[src/rtl/mr_issue_ctl.sv]
// Issue controller between decode and the ALU: scoreboard hazard stall, branch serialisation, taken-branch flush.
// Optional MR_ISSUE_WB_BYPASS_EN lets the hazard check see this cycle's writeback clear.
module mr_issue_ctl #(
  parameter int REGSEL_BITS = 5,
  parameter int FLUSH_CYC   = 2
) (
  input  logic                      clk,
  input  logic                      rst,
  input  logic                      dec_valid,
  output logic                      dec_ready,
  input  logic [REGSEL_BITS-1:0]    dec_rs1,
  input  logic [REGSEL_BITS-1:0]    dec_rs2,
  input  logic                      dec_use_rs1,
  input  logic                      dec_use_rs2,
  input  logic [REGSEL_BITS-1:0]    dec_rd,
  input  logic                      dec_is_br,
  output logic                      id_valid,
  input  logic                      id_ready,
  input  logic                      wb_valid,
  input  logic [REGSEL_BITS-1:0]    wb_reg,
  input  logic                      jmp_done,
  input  logic                      wb_pc_valid,
  output logic                      flush,
  output logic                      hazard,
  output logic [2**REGSEL_BITS-1:0] busy_mask
);

  localparam int NREGS = 2**REGSEL_BITS;
  localparam logic [3:0] FLUSH_LOAD = 4'(FLUSH_CYC - 1);

  typedef enum logic [1:0] {RUN, BR_WAIT, FLUSH} state_t;

  state_t           state, state_nx;
  logic [3:0]       cnt, cnt_nx;
  logic [NREGS-1:0] busy, busy_eff, wb_clr, rd_set;
  logic             hazard_raw, fire;

  always_comb begin
    wb_clr = '0;
    rd_set = '0;
    if (wb_valid && wb_reg != '0) wb_clr[wb_reg] = 1'b1;
    if (fire && dec_rd != '0)     rd_set[dec_rd] = 1'b1;
  end

`ifdef MR_ISSUE_WB_BYPASS_EN
  assign busy_eff = busy & ~wb_clr;
`else
  assign busy_eff = busy;
`endif

  assign hazard_raw = dec_valid & ((dec_use_rs1 & busy_eff[dec_rs1]) |
                                   (dec_use_rs2 & busy_eff[dec_rs2]) |
                                   ((dec_rd != '0) & busy_eff[dec_rd]));

  assign hazard    = !rst & hazard_raw;
  assign id_valid  = !rst & dec_valid & (state == RUN) & !hazard_raw;
  assign dec_ready = id_valid & id_ready;
  assign fire      = dec_ready;
  assign busy_mask = busy;

  // A taken branch flushes in its resolve cycle, so FLUSH itself lasts FLUSH_CYC-1 cycles.
  always_comb begin
    state_nx = state;
    cnt_nx   = cnt;
    flush    = 1'b0;
    case (state)
      RUN: begin
        if (fire && dec_is_br) state_nx = BR_WAIT;
      end
      BR_WAIT: begin
        if (jmp_done) begin
          if (wb_pc_valid) begin
            flush    = 1'b1;
            cnt_nx   = FLUSH_LOAD;
            state_nx = (FLUSH_CYC > 1) ? FLUSH : RUN;
          end else begin
            state_nx = RUN;
          end
        end
      end
      FLUSH: begin
        flush = 1'b1;
        if (cnt <= 4'd1) state_nx = RUN;
        if (cnt != 4'd0) cnt_nx = cnt - 4'd1;
      end
      default: state_nx = RUN;
    endcase
    if (rst) flush = 1'b0;
  end

  // Set wins over a same-register writeback clear.
  always_ff @(posedge clk) begin
    if (rst) begin
      state <= RUN;
      cnt   <= 4'd0;
      busy  <= '0;
    end else begin
      state <= state_nx;
      cnt   <= cnt_nx;
      busy  <= (busy & ~wb_clr) | rd_set;
    end
  end

endmodule

[config.mk]
export PLATFORM = sky130hd
export DESIGN_NAME = mr_issue_ctl
export DESIGN_NICKNAME = d
export VERILOG_FILES = /design/src/rtl/mr_issue_ctl.sv
export SDC_FILE = /design/constraint.sdc
export NUM_CORES = 1
export LEC_CHECK = 0
export CAP_MARGIN = 20
export CORE_AREA = 8 8 65 108
export CTS_BUF_LIST = sky130_fd_sc_hd__clkbuf_8
export DETAILED_ROUTE_END_ITERATION = 7
export DIE_AREA = 0 0 73 116
export PLACE_DENSITY = 0.82
export RECOVER_POWER = 100
export SYNTH_ARGS = -nofsm -noshare
export SYNTH_HDL_FRONTEND = slang
export SYNTH_SLANG_ARGS = --single-unit
export TNS_END_PERCENT = 20
[constraint.sdc]
create_clock -name clk -period 2.8 [get_ports clk]
set_input_delay 0.42 -clock clk [delete_from_list [all_inputs] [get_ports clk]]
set_output_delay 0.42 -clock clk [all_outputs]
set_load 0.005 [all_outputs]
==> results.txt, run 1 <==
The global routing met3 resource utilization is under 10%. On the critical path, the stage with the largest delay is an instance of sky130_fd_sc_hd__mux4_2. The detailed-route via count came out at 3039. Walking the worst path, the cells encountered are mux4_2 > mux2_2 > a32o_2 > o31ai_4 > buf_4 > nand3_4 > inv_2 > buf_2. Registers take 762 um^2. By area the synthesized netlist is led by sky130_fd_sc_hd__dfxtp_1 27%, sky130_fd_sc_hd__mux4_2 20%, sky130_fd_sc_hd__o31ai_1 7.5%, sky130_fd_sc_hd__nand3b_1 5.4%, sky130_fd_sc_hd__nor2b_1 4.9%. After floorplanning, the core was sized to cover 0.00554 mm^2. The count of maximum capacitance violations is 0. The final worst setup slack came out at ~54 ps.

The most critical setup path has its endpoint at dec_ready. The longest clock path from root to sink contains 2 buffers. The cell depth of the worst setup path is 8.

The area of the mapped netlist is 0.00279 mm^2. In this run, synthesis inferred 0 flip-flops with an integrated enable. At the end of routability-driven placement, the weighted congestion stood at 0.941.

The number of failing setup endpoints in the final timing report came out at 0. The root buffer cell chosen for the clock tree is sky130_fd_sc_hd__clkbuf_8. In the synthesized netlist the dominant register cell turns out to be sky130_fd_sc_hd__dfxtp_1. After detailed placement, the design holds a cell count of ~470.

The number of nets in the synthesized netlist is about 330. The top fanout value on the critical path is 3. TritonCTS built the clock tree. Counting instances, the worst hold path has a depth of 1. The number of instances in the synthesized netlist came out at approximately 290.

The share of synthesized area occupied by flip-flops and latches is a little over a quarter. The count of pins over their slew limit is 0. The number of nets in the layout came out at 443. The initial antenna violation count is 0.

The first-pass GRT wire length is roughly 17 mm. Entering global routing, the biggest net connects 43 pins. The fraction of final layout cells sized beyond drive strength 1 is about 28%. The most used routing layer is met2.

The die footprint is 0.00847 mm^2. Clock-pin slew was measured on the worst setup and hold paths at ~70 ps. In this run, the number of DRC markers left after iteration 0 of detailed routing was 260. The worst-margin pin slew is a little over 500 ps. The finished layout holds approximately 480 standard cells, fillers aside. The count of unresolved DRC violations after routing came out at 0. The number of endpoints with negative hold slack in the final report came out at 0. The synthesized design spends more area on one cell type than any other, namely sky130_fd_sc_hd__dfxtp_1. The required time at the endpoint of the critical path came out at between 2000 and 2500 ps.

The number of diodes added for antenna fixing came out at 0. The family of cells with the greatest summed delay on the critical path is multiplexers. The internal reg-to-reg setup slack came out at 110 ps.

The count of buffers from port buffering is 65. The remaining antenna violation count after routing came out at 0. In the final routed layout, each cell accounts on average for 21.7 um. After synthesis, the most frequently instantiated cells are 38 x sky130_fd_sc_hd__dfxtp_1, 28 x sky130_fd_sc_hd__o31ai_1, 25 x sky130_fd_sc_hd__mux4_2. The clock buffer count from CTS came out at 5. The worst path buffer plus inverter count came out at 3. The count of yosys warnings during synthesis came out at 0. The average footprint of a synthesized cell is ~9.5 um^2.

The end of the worst register-to-register path is busy_mask[3]. The final global-route overflow total came out at 0. After floorplanning, the core was divided into 36 placement rows. The critical path class is reg2out. The worst setup path is launched from a flop. The final setup TNS came out at 0 ps. The worst-case clock skew came out at 2.78 ps. The number of different library cells in the post-synthesis netlist is 45. The met1 usage is roughly a quarter. The flow ran to the end, and the final reports show no timing, DRC or antenna violations.

The cell leakage power came out at 0.00159 uW. In the post-synthesis netlist, the cell with the most instances is sky130_fd_sc_hd__dfxtp_1. The number of top-level pins is 66. Dividing the detail-routed via count by the number of cells gives between 6 and 7.

The share of the core filled with cells in the final layout is between 70% and 80%. In the finished design, the share of the clock period the worst path needs comes to a little over nine tenths. In this run the worst hold path is classified as reg2reg. The total detailed-routing wirelength is 10.5 mm. CTS saw 38 sinks. The combined area of the multi-input logic cells came out at ~0.0019 mm^2. The post-place setup slack came out at -850 ps.

Setup repair after global routing could not meet its margin everywhere. After filler insertion, the fill cell instance count of the layout stands at roughly 420. The floorplan step set the die width to 73 um. The met2 usage in global routing came out at between 40% and 50%.

The maximum vdd ir drop is 0.323 mV. Counting flops with an async set or reset pin after synthesis yields a share of 0%. In this run the worst setup path begins at busy_mask[15]. The number of levels in the clock H-tree is 2. Detailed placement finished with a half-perimeter wire length of around 8.1 mm. The post-cts hold buffer count is 0. The area added between synthesis and finish is 45.1%. Power spread over the standard cell area amounts to 335 mW/mm^2. For this run, the slowest stage of the critical path takes 470 ps. The starting density of the core is roughly half. The overall fraction of global-route tracks in use is about 26%. The arrival time of the worst setup path came out at ~2300 ps. The die height came out at 116 um. Derived from the worst setup path, the maximum achievable clock frequency is between 0.3 and 0.4 GHz. For the worst-skew pair, the clock arrives at the later sink with an insertion delay of 300 ps. The number of global-route vias before repair came out at ~3.2k.

STA classifies the critical path endpoint as a primary output. The worst register-to-register path begins at busy_mask[15]. The path depth of the worst reg2reg path is 9. The first-pass iteration count of the detailed router came out at 7. The fraction of post-synthesis cell area in the top cell type by area is between 20% and 30%. In this run, synthesis produced a sequential element count of 38. In this run the tightest slew margin relative to its limit is 66.5%. The final critical-path required period is 2750 ps.
## worst min path at each step
| stage | startpoint | endpoint | slack [ps] |
|---|---|---|---|
| CTS | state[0] | state[0] | 530 |
| global route | state[0] | state[0] | 550 |
| floorplan | state[0] | state[0] | 470 |
| finish | state[0] | state[0] | 530 |
| detailed placement | state[0] | state[0] | 510 |
| global placement | state[0] | state[0] | 510 |
## worst reg2reg max path, stage by stage (launching register included)
cell                      delay, ps
sky130_fd_sc_hd__dfxtp_2        330
sky130_fd_sc_hd__mux4_2         470
sky130_fd_sc_hd__mux2_2         280
sky130_fd_sc_hd__a32o_2         260
sky130_fd_sc_hd__o31ai_4        280
sky130_fd_sc_hd__buf_4          170
sky130_fd_sc_hd__nand3_4         80
sky130_fd_sc_hd__buf_4          140
sky130_fd_sc_hd__buf_4          220
sky130_fd_sc_hd__o32ai_1        350
## cell families after synthesis
| group | Yosys count | synth area share (%) |
|---|---|---|
| xor gates and xnor gates | 2 | 0.629 |
| buffers and inverters | 27 | 4.36 |
| and+or+nand+nor | 116 | 23.9 |
| DFF | 38 | 27.3 |
| muxes | 33 | 23.3 |
| AOI/OAI and AO/OA | 71 | 17.8 |
| adders and majority gates | 6 | 2.69 |
## state kept, by name, summed over array words and instances, names as in the netlist
name / flops
busy_mask: 32
cnt: 4
state: 2
## metal layers
layer	vias to the layer above	part of all wire (%)
met5	-	0
met4	0	7.8
met3	59	7.0
met2	182	53
met1	1450	33
li1	1348	-
## layout make-up
cell class	instances	share of cell area, %
sequential	38	18.8
timing repair buffer	125	26.6
multi-input combinational	228	47.9
clock inverter	2	1.49
clock buffer	6	2.04
inverter	9	0.835
tap	76	2.35
## per-stage QoR
step                area [um^2]  hold slack [ps]  total power [uW]
finish                     4040              527              1350
global route               4040              555              1390
CTS                        4050              529              1350
detailed placement         3880              511               776
global placement           3880              509               772
floorplan                  2790              469               659
## cell usage in the layout (no fill, tap or decap), types with 3 or more instances in the layout
cell,instances
sky130_fd_sc_hd__a31oi_1,3
sky130_fd_sc_hd__and3_1,4
sky130_fd_sc_hd__buf_2,4
sky130_fd_sc_hd__buf_4,48
sky130_fd_sc_hd__buf_6,4
sky130_fd_sc_hd__clkbuf_1,7
sky130_fd_sc_hd__clkbuf_8,6
sky130_fd_sc_hd__clkdlybuf4s50_1,28
sky130_fd_sc_hd__dfxtp_1,37
sky130_fd_sc_hd__dlygate4sd2_1,4
sky130_fd_sc_hd__dlygate4sd3_1,25
sky130_fd_sc_hd__ha_1,6
sky130_fd_sc_hd__inv_1,7
sky130_fd_sc_hd__mux2_2,5
sky130_fd_sc_hd__mux4_2,25
sky130_fd_sc_hd__nand2_1,24
sky130_fd_sc_hd__nand2b_1,6
sky130_fd_sc_hd__nand3_1,6
sky130_fd_sc_hd__nand3b_1,20
sky130_fd_sc_hd__nor2_1,15
sky130_fd_sc_hd__nor2b_1,22
sky130_fd_sc_hd__nor3b_1,5
sky130_fd_sc_hd__o21ai_0,22
sky130_fd_sc_hd__o31ai_1,28
sky130_fd_sc_hd__or3_1,3
## report_power, final
part           internal [uW]  leakage (uW)  switching [uW]
clock network            380     0.0000714             199
logic                    111       0.00121             119
registers                542      0.000307            2.20
## what timing repair did
| action | in CTS | in global routing |
|---|---|---|
| resized for setup | 37 | 13 |
| pin swaps | 5 | 4 |
| gates cloned | 0 | 0 |
| buffers inserted | 3 | 2 |
| setup endpoints to repair | 34 | 3 |
No activity file was read; power rests on OpenSTA's default activity.
==> inputs of run 2 (changes only) <==
Settings changed: REMOVE_ABC_BUFFERS from default to 1, SLEW_MARGIN from default to 20.
==> run 2 against run 1 <==
  * Design area increased by 1.8%
  * Clock skew increased by 6.1 ps
  * Critical endpoint is now hazard
  * Via count increased by 4.6%
  * Largest power group unchanged
  * Clock power decreased by 1%
  * Final cell count increased by 0.83%
  * Sequential share of layout area decreased by 0.27 points
==> results.txt, run 2 (synthesized netlist as in run 1, its figures left out) <==
The final critical-path required period came out at 2740 ps (-3.48 ps). The overall fraction of global-route tracks in use is 25.9% (+0.19 points). The number of inserted filler cells in the final layout was 409 (-1.7%). The clock buffer count from CTS came out at 5 (unchanged). The share of power burned in combinational logic is 17.7% (+0.7 points). The maximum clock rate is 0.365 GHz (+0.13%). The critical path in this run is classified as reg2out.

The number of standard-cell rows in the floorplan is 36 (unchanged). The count of maximum capacitance violations is 0 (unchanged). The final routed wire length divided by cell count was 22.2 um (+2.4%). The fraction of final layout cells sized beyond drive strength 1 came out at 29.4% (+1.4 points). The first-pass GRT wire length came out at 16.6 mm (-0.46%). The detailed-route vias per instance is 6.52 (+3.8%). The die height came out at 116 um (unchanged).

The initial antenna violation count is 0 (unchanged). The arrival time of the worst setup path came out at 2320 ps (about the same). The switching power total is 341 uW (+6.4%).

In the layout the commonest cells are 49 x sky130_fd_sc_hd__buf_4, 35 x sky130_fd_sc_hd__dfxtp_1, 28 x sky130_fd_sc_hd__o31ai_1, 28 x sky130_fd_sc_hd__clkdlybuf4s50_1. The flow ran to the end, and the final reports show no timing, DRC or antenna violations. The flip-flop count of the largest register, all copies and words added came out at 32 (unchanged). The path depth of the worst reg2reg path came to 8 (-1). The worst-margin pin slew came out at 534 ps (+31.8 ps). The weighted congestion reported at the end of routability-driven placement is 0.945 (+0.40%).

The insertion delay of the later-clocked pin in the worst-skew pair is 300 ps (about the same). The number of levels in the clock H-tree came out at 2 (unchanged). The cell leakage power is 0.00162 uW (+2.4%).

The final critical-path share of the clock period came out at 97.9% (-0.12 points). The count of pins over their slew limit came to 0 (unchanged). The instance count along the most critical hold path came out at 1 (unchanged). The sequential cell fraction of total power is 40.1% (about the same). The number of endpoints with negative hold slack in the final report came out at 0 (unchanged). The number of nets in the layout came to 447 (+0.90%). The die footprint came to 0.00847 mm^2 (unchanged). The tightest slew margin relative to the limit came out at 64.3% (-2.2 points).

The area added between synthesis and finish is 47.7%. The number of top-level pins came to 66 (unchanged). In this run the worst hold path is classified as reg2reg. The path with the worst hold slack has its endpoint at state[0]. The capturing element type of the critical path is a primary output. The clock transition at the register clock pins on the worst setup and hold paths after CTS is 90 ps (+20 ps). The final global-route overflow total is 0 (unchanged). The TritonCTS clock tree is yes. The first-pass iteration count of the detailed router is 7 (unchanged). The worst register-to-register path ends at busy_mask[26]. The launching element type of the critical path is a flop. The count of buffers from port buffering is 65 (unchanged). The number of global-route vias before repair came to 3167 (unchanged). The largest net degree at the start of global routing came out at 43 (unchanged). The remaining antenna violation count after routing came out at 0 (unchanged). The flip-flop and latch area came to 764 um^2 (+0.33%).

The share of the core filled with cells in the final layout came out at 74.3% (+1.3 points). The standard cell core area came out at 0.00554 mm^2 (unchanged). The required time at the endpoint of the critical path was 2380 ps (about the same). The internal reg-to-reg setup slack came out at 310 ps (+200 ps). The share of total power in the clock network is 42.2% (-0.6 points). The count of unresolved DRC violations after routing was 0 (unchanged).

The post-cts hold buffer count is 0 (unchanged). The net switching share of the total power came out at 25.1% (+1.4 points). The worst-case clock skew is 8.89 ps (+6.11 ps). The horizontal die dimension is 73 um (unchanged). The total detailed-routing wirelength came to 10.8 mm (+3.3%). The final setup TNS came out at 0 ps (unchanged). The tree is rooted in a sky130_fd_sc_hd__clkbuf_8. The detailed-route via count came to 3180 (+4.6%). The estimated wirelength of the detail-placed design came to 7.96 mm (-1.6%). The starting density of the core was 50.3% (unchanged). The top fanout value on the critical path came out at 3 (unchanged). The internal power came to 1020 uW (-1.5%).

The total number of clock tree sinks came to 38 (unchanged). The worst hold path begins at state[0]. The power per standard cell area was 330 mW/mm^2 (-1.4%). The startpoint of the worst-slack reg-to-reg timing path is busy_mask[11]. The leading cell type in the layout, fill and taps excluded is sky130_fd_sc_hd__buf_4. The maximum buffer depth of the clock tree is 2 (unchanged). The maximum vdd ir drop came to 0.491 mV (+52%). The combined area of the multi-input logic cells is 0.00194 mm^2 (+0.32%). The DRC marker count from the first detailed-route iteration is 344 (+32%). The number of failing setup endpoints in the final timing report is 0 (unchanged).

The number of diodes added for antenna fixing came out at 0 (unchanged).
run 2: per-layer routing:
metal | global-route usage, % | up-vias | share of wire (%) | wire [um]
met5 | 0 | - | 0 | 0
met4 | 20.4 | 0 | 9.3 | 1010
met3 | 5.89 | 95 | 8.7 | 945
met2 | 45.5 | 248 | 50 | 5470
met1 | 25.1 | 1486 | 32 | 3410
li1 | - | 1351 | - | -
run 2: power groups by stage:
stage	registers [uW]	clock network [uW]	logic [uW]
floorplan	557	0	73.7
global placement	557	0	216
detailed placement	557	0	221
CTS	545	568	227
global route	545	595	253
finish	545	572	241
run 2: stage by stage:
step	power [uW]	instances	hold WS [ps]	area, um^2	setup slack (ps)
final	1360	488	525	4120	57.5
after global routing	1390	488	534	4120	-3.62
after CTS	1340	485	519	4080	0.379
after detailed placement	778	472	500	3900	-849
after global placement	774	472	488	3900	-829
after floorplan	631	275	469	2700	253
run 2: area by class of cell:
type	instances	share of cell area (%)
clock buffers	5	1.67
multi-input cells	228	47.2
inverters	9	0.821
clock inverters	3	1.67
well taps	76	2.31
repair buffers	129	27.8
flip-flops and latches	38	18.6
run 2: worst max path at each step:
stage                   from  cells after the start   endpoint  slack, ps
2_1_floorplan      dec_rd[0]                      6  dec_ready        250
3_3_place_gp       dec_rd[0]                      8   id_valid       -830
3_5_place_dp       dec_rd[0]                      8   id_valid       -850
4_1_cts           dec_rs1[1]                     10     hazard        0.4
5_1_grt         busy_mask[1]                      8     hazard         -4
6_report       busy_mask[11]                      8     hazard         60
run 2: repair_timing:
action                                  CTS  global route
gates resized for setup                  42            13
endpoints found under the setup margin   35             3
buffers inserted                          5             3
pin swaps                                 6             4
run 2: worst max-delay path, stage by stage, from the launching register on:
cell and delay [ps]:
sky130_fd_sc_hd__dfxtp_1 340, sky130_fd_sc_hd__mux4_2 480, sky130_fd_sc_hd__mux2_2 290, sky130_fd_sc_hd__a32o_2 240, sky130_fd_sc_hd__o31ai_4 240, sky130_fd_sc_hd__buf_6 150, sky130_fd_sc_hd__buf_4 110, sky130_fd_sc_hd__a21boi_2 40
sky130_fd_sc_hd__buf_2 120
